**config.mk**
```make
export PLATFORM = sky130hd
export DESIGN_NAME = mem_arbiter_flat
export DESIGN_NICKNAME = d
export VERILOG_FILES = /design/src/rtl/mem_arbiter_pkg.sv /design/src/rtl/mem_arbiter_if.sv /design/src/rtl/mem_arbiter_arb2.sv /design/src/rtl/mem_arbiter.sv /design/src/flat_wrapper.sv
export SDC_FILE = /design/constraint.sdc
export NUM_CORES = 1
export LEC_CHECK = 0
export CAP_MARGIN = 20
export CORE_MARGIN = 2
export CORE_UTILIZATION = 32
export DETAILED_ROUTE_END_ITERATION = 10
export PLACE_DENSITY = 0.91
export SLEW_MARGIN = 20
export SYNTH_ARGS = -nofsm -noshare
export SYNTH_HDL_FRONTEND = slang
export SYNTH_HIERARCHICAL = 1
export SYNTH_SLANG_ARGS = --single-unit
```
**constraint.sdc**
```tcl
create_clock -name clk -period 4.2 [get_ports clk]
set_input_delay 0.42 -clock clk [delete_from_list [all_inputs] [get_ports clk]]
set_output_delay 0.42 -clock clk [all_outputs]
set_load 0.01 [all_outputs]
```
**src/rtl/mem_arbiter_pkg.sv**
```systemverilog
// Shared types and defaults for the two-port memory arbiter.
// Arbitration policy is chosen by the MEMARB_RR_EN macro (see mem_arbiter_arb2).
package mem_arbiter_pkg;

  typedef enum logic [1:0] {
    IDLE  = 2'd0,
    ISSUE = 2'd1,
    RESP  = 2'd2
  } state_e;

  typedef enum logic {
    OWN_IF = 1'b0,
    OWN_LS = 1'b1
  } owner_e;

  localparam int DEPTH_WORDS_DEF = 1024;

endpackage

```
**src/rtl/mem_arbiter_if.sv**
```systemverilog
// Bundles the IF/LS valid-ready channels and the memory strobe/address/data.
// The slave modport is the arbiter's view; master is the requester/memory side.
interface mem_arbiter_if #(
  parameter int AW = 32,
  parameter int DW = 32
);
  logic          if_req_valid;
  logic          if_req_ready;
  logic [AW-1:0] if_req_addr;
  logic          if_resp_valid;
  logic          if_resp_ready;
  logic [DW-1:0] if_resp_data;
  logic          if_resp_err;

  logic          ls_req_valid;
  logic          ls_req_ready;
  logic [AW-1:0] ls_req_addr;
  logic          ls_resp_valid;
  logic          ls_resp_ready;
  logic [DW-1:0] ls_resp_data;
  logic          ls_resp_err;

  logic          mem_strb;
  logic [AW-1:0] mem_addr;
  logic [DW-1:0] mem_rdata;

  modport slave (
    input  if_req_valid, if_req_addr, if_resp_ready,
    input  ls_req_valid, ls_req_addr, ls_resp_ready,
    input  mem_rdata,
    output if_req_ready, if_resp_valid, if_resp_data, if_resp_err,
    output ls_req_ready, ls_resp_valid, ls_resp_data, ls_resp_err,
    output mem_strb, mem_addr
  );

  modport master (
    output if_req_valid, if_req_addr, if_resp_ready,
    output ls_req_valid, ls_req_addr, ls_resp_ready,
    output mem_rdata,
    input  if_req_ready, if_resp_valid, if_resp_data, if_resp_err,
    input  ls_req_ready, ls_resp_valid, ls_resp_data, ls_resp_err,
    input  mem_strb, mem_addr
  );
endinterface

```
**src/rtl/mem_arbiter_arb2.sv**
```systemverilog
// Two-way grant: bit 0 = IF, bit 1 = LS. With MEMARB_RR_EN defined a 1-bit
// last-grant pointer alternates on ties; otherwise LS has fixed priority.
module mem_arbiter_arb2
  import mem_arbiter_pkg::*;
(
  input  logic       clk,
  input  logic       rstn,
  input  logic [1:0] req,
  input  logic       hs,
  output logic [1:0] gnt
);

`ifdef MEMARB_RR_EN
  owner_e ptr_q, ptr_d;

  // Reset value marks IF as last granted so that LS wins the first tie.
  always_ff @(posedge clk or negedge rstn) begin
    if (!rstn) ptr_q <= OWN_IF;
    else       ptr_q <= ptr_d;
  end

  always_comb begin
    gnt   = req;
    ptr_d = ptr_q;
    if (&req) gnt = (ptr_q == OWN_LS) ? 2'b01 : 2'b10;
    if (hs)   ptr_d = gnt[1] ? OWN_LS : OWN_IF;
  end
`else
  logic unused_rr;
  assign unused_rr = &{1'b0, clk, rstn, hs};

  always_comb begin
    gnt = req;
    if (&req) gnt = 2'b10;
  end
`endif

endmodule

```
**src/rtl/mem_arbiter.sv**
```systemverilog
// Shares one single-read-port memory between IF and LS, one transaction at a time.
// Arbitration policy: round-robin when MEMARB_RR_EN is defined, LS-first otherwise.
module mem_arbiter
  import mem_arbiter_pkg::*;
#(
  parameter int AW          = 32,
  parameter int DW          = 32,
  parameter int DEPTH_WORDS = DEPTH_WORDS_DEF
) (
  input  logic          clk,
  input  logic          rstn,
  mem_arbiter_if.slave  bus
);

  localparam logic [AW:0] LIMIT = (AW+1)'(64'(DEPTH_WORDS) * 64'd4);

  state_e        state_q, state_d;
  owner_e        own_q, own_d;
  logic [AW-1:0] addr_q, addr_d;
  logic          err_q, err_d;

  logic [1:0]    gnt;
  logic          hs;
  logic          resp_rdy;
  logic [DW-1:0] resp_data;
  logic          if_own, ls_own;

  mem_arbiter_arb2 u_arb2 (
    .clk  (clk),
    .rstn (rstn),
    .req  ({bus.ls_req_valid, bus.if_req_valid}),
    .hs   (hs),
    .gnt  (gnt)
  );

  // Ready is gated by rstn so nothing is accepted while reset is held.
  assign hs = (state_q == IDLE) && rstn && (|gnt);

  assign bus.if_req_ready = hs & gnt[0];
  assign bus.ls_req_ready = hs & gnt[1];

  assign bus.mem_strb = (state_q == ISSUE);
  assign bus.mem_addr = bus.mem_strb ? addr_q : '0;

  assign if_own    = (state_q == RESP) && (own_q == OWN_IF);
  assign ls_own    = (state_q == RESP) && (own_q == OWN_LS);
  assign resp_data = err_q ? '0 : bus.mem_rdata;
  assign resp_rdy  = (own_q == OWN_LS) ? bus.ls_resp_ready : bus.if_resp_ready;

  assign bus.if_resp_valid = if_own;
  assign bus.if_resp_data  = if_own ? resp_data : '0;
  assign bus.if_resp_err   = if_own & err_q;
  assign bus.ls_resp_valid = ls_own;
  assign bus.ls_resp_data  = ls_own ? resp_data : '0;
  assign bus.ls_resp_err   = ls_own & err_q;

  always_comb begin
    state_d = state_q;
    own_d   = own_q;
    addr_d  = addr_q;
    err_d   = err_q;
    case (state_q)
      IDLE: begin
        if (hs) begin
          own_d   = gnt[1] ? OWN_LS : OWN_IF;
          addr_d  = gnt[1] ? bus.ls_req_addr : bus.if_req_addr;
          err_d   = ({1'b0, addr_d} >= LIMIT);
          state_d = err_d ? RESP : ISSUE;
        end
      end
      ISSUE:   state_d = RESP;
      RESP:    if (resp_rdy) state_d = IDLE;
      default: state_d = IDLE;
    endcase
  end

  always_ff @(posedge clk or negedge rstn) begin
    if (!rstn) state_q <= IDLE;
    else       state_q <= state_d;
  end

  // Transaction context is only observed in ISSUE/RESP, so it needs no reset.
  always_ff @(posedge clk) begin
    own_q  <= own_d;
    addr_q <= addr_d;
    err_q  <= err_d;
  end

endmodule
```
**src/flat_wrapper.sv**
```systemverilog
// flat-port wrapper written by rule: the top's interface ports become plain ports
module mem_arbiter_flat import mem_arbiter_pkg::*;
#(
  parameter int AW          = 32,
  parameter int DW          = 32,
  parameter int DEPTH_WORDS = DEPTH_WORDS_DEF
)
  (clk, rstn, bus_if_req_valid, bus_if_req_addr, bus_if_resp_ready, bus_ls_req_valid, bus_ls_req_addr, bus_ls_resp_ready, bus_mem_rdata, bus_if_req_ready, bus_if_resp_valid, bus_if_resp_data, bus_if_resp_err, bus_ls_req_ready, bus_ls_resp_valid, bus_ls_resp_data, bus_ls_resp_err, bus_mem_strb, bus_mem_addr);
  mem_arbiter_if #(.AW(AW), .DW(DW)) bus_i ();
  input  logic clk;
  input  logic rstn;
  input wire logic [$bits(bus_i.if_req_valid)-1:0] bus_if_req_valid;
  input wire logic [$bits(bus_i.if_req_addr)-1:0] bus_if_req_addr;
  input wire logic [$bits(bus_i.if_resp_ready)-1:0] bus_if_resp_ready;
  input wire logic [$bits(bus_i.ls_req_valid)-1:0] bus_ls_req_valid;
  input wire logic [$bits(bus_i.ls_req_addr)-1:0] bus_ls_req_addr;
  input wire logic [$bits(bus_i.ls_resp_ready)-1:0] bus_ls_resp_ready;
  input wire logic [$bits(bus_i.mem_rdata)-1:0] bus_mem_rdata;
  output wire logic [$bits(bus_i.if_req_ready)-1:0] bus_if_req_ready;
  output wire logic [$bits(bus_i.if_resp_valid)-1:0] bus_if_resp_valid;
  output wire logic [$bits(bus_i.if_resp_data)-1:0] bus_if_resp_data;
  output wire logic [$bits(bus_i.if_resp_err)-1:0] bus_if_resp_err;
  output wire logic [$bits(bus_i.ls_req_ready)-1:0] bus_ls_req_ready;
  output wire logic [$bits(bus_i.ls_resp_valid)-1:0] bus_ls_resp_valid;
  output wire logic [$bits(bus_i.ls_resp_data)-1:0] bus_ls_resp_data;
  output wire logic [$bits(bus_i.ls_resp_err)-1:0] bus_ls_resp_err;
  output wire logic [$bits(bus_i.mem_strb)-1:0] bus_mem_strb;
  output wire logic [$bits(bus_i.mem_addr)-1:0] bus_mem_addr;
  assign bus_i.if_req_valid = bus_if_req_valid;
  assign bus_i.if_req_addr = bus_if_req_addr;
  assign bus_i.if_resp_ready = bus_if_resp_ready;
  assign bus_i.ls_req_valid = bus_ls_req_valid;
  assign bus_i.ls_req_addr = bus_ls_req_addr;
  assign bus_i.ls_resp_ready = bus_ls_resp_ready;
  assign bus_i.mem_rdata = bus_mem_rdata;
  assign bus_if_req_ready = bus_i.if_req_ready;
  assign bus_if_resp_valid = bus_i.if_resp_valid;
  assign bus_if_resp_data = bus_i.if_resp_data;
  assign bus_if_resp_err = bus_i.if_resp_err;
  assign bus_ls_req_ready = bus_i.ls_req_ready;
  assign bus_ls_resp_valid = bus_i.ls_resp_valid;
  assign bus_ls_resp_data = bus_i.ls_resp_data;
  assign bus_ls_resp_err = bus_i.ls_resp_err;
  assign bus_mem_strb = bus_i.mem_strb;
  assign bus_mem_addr = bus_i.mem_addr;
  mem_arbiter #(.AW(AW), .DW(DW), .DEPTH_WORDS(DEPTH_WORDS)) u_core (.clk(clk), .rstn(rstn), .bus(bus_i));
endmodule
```
======== Word-level counts from Yosys, hierarchy flattened ========
Index checks and enable logic that the tools add are counted.
cells by class
  order comparisons ....................... 1
  eq/ne operators ......................... 4
  bitwise gates (word level) .............. 5
  reduce and logical (&&, ||, !) cells .... 9
  muxes and demuxes ....................... 12
operators by type and width
  operator              number
  $mux 32               5
  $ge 32x13->1 const B  1
  $mux 2                4
  $pmux 2 s3            1
  $reduce_and 2->1      3
  $and 1x1->1           4
  $logic_and 1x1->1     4
  $ne 2x1->1 const B    2
  $eq 2x1->1 const B    1
  $eq 2x2->1 const B    1
  $logic_not 2->1       1
  $mux 1                2
  $reduce_or 2->1       1
  $not 1->1             1
word-level totals
  word-level logic and storage cells ...... 35
  flip-flop bits (word level) ............. 36
  bits of input ports ..................... 102
  output and inout port bits .............. 103

======== Depth between registers and ports, before layout ========
  depth after elaboration ................. 7
  gate-level depth with buffers ........... 6
  mapped depth without buffers ............ 5

======== Modules after synthesis ========
Netlist, hierarchy kept.
by module, submodules not included
  module            sequential area each (µm²)  cells each  instances  area an instance (µm²)
  mem_arbiter       1071.0                      256         1          2302.2
  mem_arbiter_arb2  0.0                         2           1          10.0

======== Worst setup path after synthesis ========
No wires, ideal clock.
  kind .................................... input to register
  start ................................... in bus_ls_req_valid
  end ..................................... reg u_core.addr_q[0] (enable)
  arrival ................................. 3.327 ns
  required time ........................... 3.732 ns
  path buffers ............................ 2
  slack ................................... 0.405 ns
  stages .................................. 4
  path through ............................ clkbuf_1 buf_2 o21ai_0 nor3_1
between the ends
  cells in the longest elaborated chain, start to end .. 5
RTL lines
  element                                RTL line                RTL
  from (decl)                            flat_wrapper.sv:15      input wire logic [$bits(bus_i.ls_req_valid)-1:0] bus_ls_req_valid;
  $reduce_and 2->1                       mem_arbiter_arb2.sv:34  if (&req) gnt = 2'b10;
  $mux 2 (*)                             mem_arbiter_arb2.sv:34
  $reduce_or 2->1 (*)                    mem_arbiter.sv:37       assign hs = (state_q == IDLE) && rstn && (|gnt);
  $logic_and 1x1->1 (*)                  mem_arbiter.sv:37
  $reduce_and 2->1 (no source line) (*)  -
  to (signal assigned)                   mem_arbiter.sv:85       addr_q <= addr_d;
  to (decl)                              mem_arbiter.sv:19       logic [AW-1:0] addr_q, addr_d;
Mark *: on every way between the ends. The rest lies on a longest branch, timed or not.
A chain may end at the register's enable or synchronous reset.

======== Worst setup path after layout ========
  start ................................... reg u_core.state_q[1]
  end ..................................... out bus_ls_resp_data[1]
between the ends
  cells in the longest elaborated chain, start to end .. 3
RTL lines
  element                 RTL line            RTL
  from (decl)             mem_arbiter.sv:17   state_e state_q, state_d;
  from (signal assigned)  mem_arbiter.sv:79   else state_q <= state_d;
  $eq 2x2->1              mem_arbiter.sv:46   assign ls_own = (state_q == RESP) && (own_q == OWN_LS);
  $logic_and 1x1->1       mem_arbiter.sv:46
  $mux 32                 mem_arbiter.sv:54   assign bus.ls_resp_data = ls_own ? resp_data : '0;
  to (decl)               flat_wrapper.sv:25  output wire logic [$bits(bus_i.ls_resp_data)-1:0] bus_ls_resp_data;
Every way passes these cells.

==> reports/metrics.cfg <==
[detailed_routing]
wire_per_inst_um=14.6
drt_drc_violations_left=0
via_per_inst=4.63
drt_iter0_drc=104
drt-total-wl_um=7990
firstDrtPassIters=6
ant_nets=0
num_vias=2536

[placed_design]
place_congestion=0.751
dp_hpwl_um=6470
post-place-cells=541
portBuffers=204

[floorplan]
fp.dieArea_sq_mm=0.00792
fp.dieH_um=89.0
core_region_area_sq_mm=0.00691
initial_utilization_pct=33.5
io_pins=205
dieWidth_um=89.0
row_count=30

[sta]
fin_crit_ps=2680
fin_crit_sh_pct=63.8
worst_slew_pin_slew_ps=906
finalHoldViolCount=0
finalMaxSlewViolations=0
rsz0062_at_grt=false
setup_violations=0
skew_ps=8.31
slew_headroom_pct=39.6
max_freq_mhz=373
tns_ps=0

[layout]
fin_cells=548
final_cell_mix=203 x clkdlybuf4s50_1, 68 x nor2_1, 35 x nand2_1, 34 x edfxtp_1, 32 x and2_1
seq_area_sq_mm=0.00107
drive_gt1_share_pct=3.32
n_antenna_cell=0
multiInputGateArea_sq_mm=0.00117
fin_nets=554
n_fill_cell=564
area_delta_synth_final_pct=94.6
final_common_cell=clkdlybuf4s50_1

[logic_synthesis]
synth_compound_area_share_pct=1.79
syn_nets=360
ys_seq_area_share_pct=46.3
synth_fa_ha_area_share_pct=0
synth_top_family_by_area=simple AND/OR/NAND/NOR gates
synthCells=258
yosysWarningCount=6
synth_area_sq_mm=0.00231
ys_ff_latch=36
synth-xor-area-share_pct=0
synth.distinct_cells=28
yosys-mux-area-fraction_pct=16.0
yosys.area_share.simple_pct=32.0
syn_avg_cell_area_sq_um=8.96

[global_route]
grt_util_met3_pct=4.52
grt_max_degree=45
grt_pass1_wl_um=11100
met1_usage_pct=18.6
grtUsageTotal_pct=18.3
overflow=0
grt_pass1_vias=2379
top_usage_layer=met2
antenna_found_initial=0
use_met2_pct=36.4

[clock_network]
clk_pin_slew_ps=60
cts-htree-levels=2
cts_inserted_buffers=5
clockBufferDepth=2
ctsHoldBuffers=0
cts_setup_buffers=0
cts_tree=built
clk_latency_ps=270
clkSinkCount=36
cts-resized-gates=0
root_buffer=clkbuf_8

[status]
status=finished, final reports clean

[setup_path]
cpPeakStageDelay_ps=560
start_kind=flop
arrival_ps=2260
cp_max_fo=34
crit_buf_inv=1
critPathRequiredTime_ps=3780
reg2reg_from=u_core/state_q[1]
slowest_stage=clkdlybuf4s50_1
r2r_end=u_core/addr_q[23]
end_kind=primary output
cp_cell_sequence=nor2b_1 -> nand2_2 -> nor2_1 -> clkdlybuf4s50_1
cp_num_cells=4
criticalPathCategory=reg -> out
startpoint=u_core/state_q[1]
r2r_cells=2
crit_end=bus_ls_resp_data[1]
r2r_slack_ps=2740
cp_top_family=simple AND/OR/NAND/NOR gates

[pwr]
power_mw=0.913
ir_worst_vdd_mv=0.187
power_density_mw_per_mm2=203
p_leak_nw=1.56

[flow_run]
maxCapViolCount=0

[min_path]
hp-class=in -> async

[registers in the layout, indices dropped and copies added (netlist names)]
signal / count
u_core/addr_q: 32
u_core/err_q: 1
u_core/own_q: 1
u_core/state_q: 2
[routing by layer]
metal | share of wire (%) | up-vias
li1 | - | 1248
met1 | 35 | 1153
met2 | 54 | 125
met3 | 9.0 | 10
met4 | 1.8 | 0
met5 | 0 | -
[worst register-to-register path, delay by kind of cell, from the launching register on]
| kind | cells | cell delay (ps) |
|---|---|---|
| flip-flops | 1 | 450 |
| AND/OR/NAND/NOR | 1 | 220 |
| buffers and inverters | 1 | 430 |
[worst min path at each step]
stage / from / endpoint / slack [ps] / cells past startpoint
final: rstn / u_core/state_q[0] / 340 / 1
after global routing: rstn / u_core/state_q[0] / 340 / 1
after detailed placement: rstn / u_core/state_q[0] / 630 / 1
after global placement: rstn / u_core/state_q[1] / 620 / 1
after CTS: rstn / u_core/state_q[1] / 340 / 1
after floorplan: rstn / u_core/state_q[0] / 120 / 0
[cells in the mapped netlist (all sizes together)]
| cell | instances | share of area, % |
|---|---|---|
| a21oi | 2 | 0.43 |
| a22oi | 1 | 0.32 |
| and2 | 32 | 8.7 |
| and2b | 1 | 0.32 |
| and3 | 3 | 0.81 |
| and3b | 1 | 0.38 |
| buf | 4 | 0.87 |
| clkbuf | 14 | 2.3 |
| dfrtp | 2 | 2.2 |
| edfxtp | 34 | 44 |
| inv | 5 | 0.81 |
| mux2 | 31 | 15 |
| mux2i | 2 | 0.87 |
| nand2 | 36 | 5.8 |
| nand2b | 1 | 0.27 |
| nand3 | 1 | 0.22 |
| nand3b | 1 | 0.32 |
| nor2 | 68 | 11 |
| nor2b | 3 | 0.81 |
| nor3 | 4 | 0.87 |
| nor3b | 1 | 0.32 |
| nor4 | 5 | 1.4 |
| o211ai | 1 | 0.32 |
| o21ai | 2 | 0.43 |
| o22ai | 1 | 0.27 |
| or4 | 1 | 0.32 |
| or4b | 1 | 0.43 |
[cell type report]
class,count,area share (%)
flip-flops and latches,36,23.8
well taps,96,2.67
multi-input cells,199,25.9
clock buffers,6,1.61
repair buffers,205,45.4
inverters,5,0.417
clock inverters,1,0.111
[report_power, final]
part           switching, mW  total, mW  internal, mW
logic                  0.109      0.241         0.133
clock network          0.112      0.225         0.113
registers             0.0135      0.447         0.434
[through the flow]
step	worst slack (ps)	hold slack [ps]	util, %	cell area, sq um
3_3_place_gp	1570	618	63.9	4410
3_5_place_dp	1490	625	63.9	4410
2_1_floorplan	405	124	-	2310
4_1_cts	1180	335	65.0	4490
5_1_grt	1360	342	65.1	4500
6_report	1520	342	65.1	4500
[kinds of logic (layout without fill, tap and decap cells)]
family | Yosys count | in the layout
AO/OA/AOI/OAI | 7 | 7
multiplexers | 33 | 33
flip-flops | 36 | 36
AND/OR/NAND/NOR | 159 | 159
buffers and inverters | 23 | 217
Note: power is estimated with default switching activity, not from simulation.
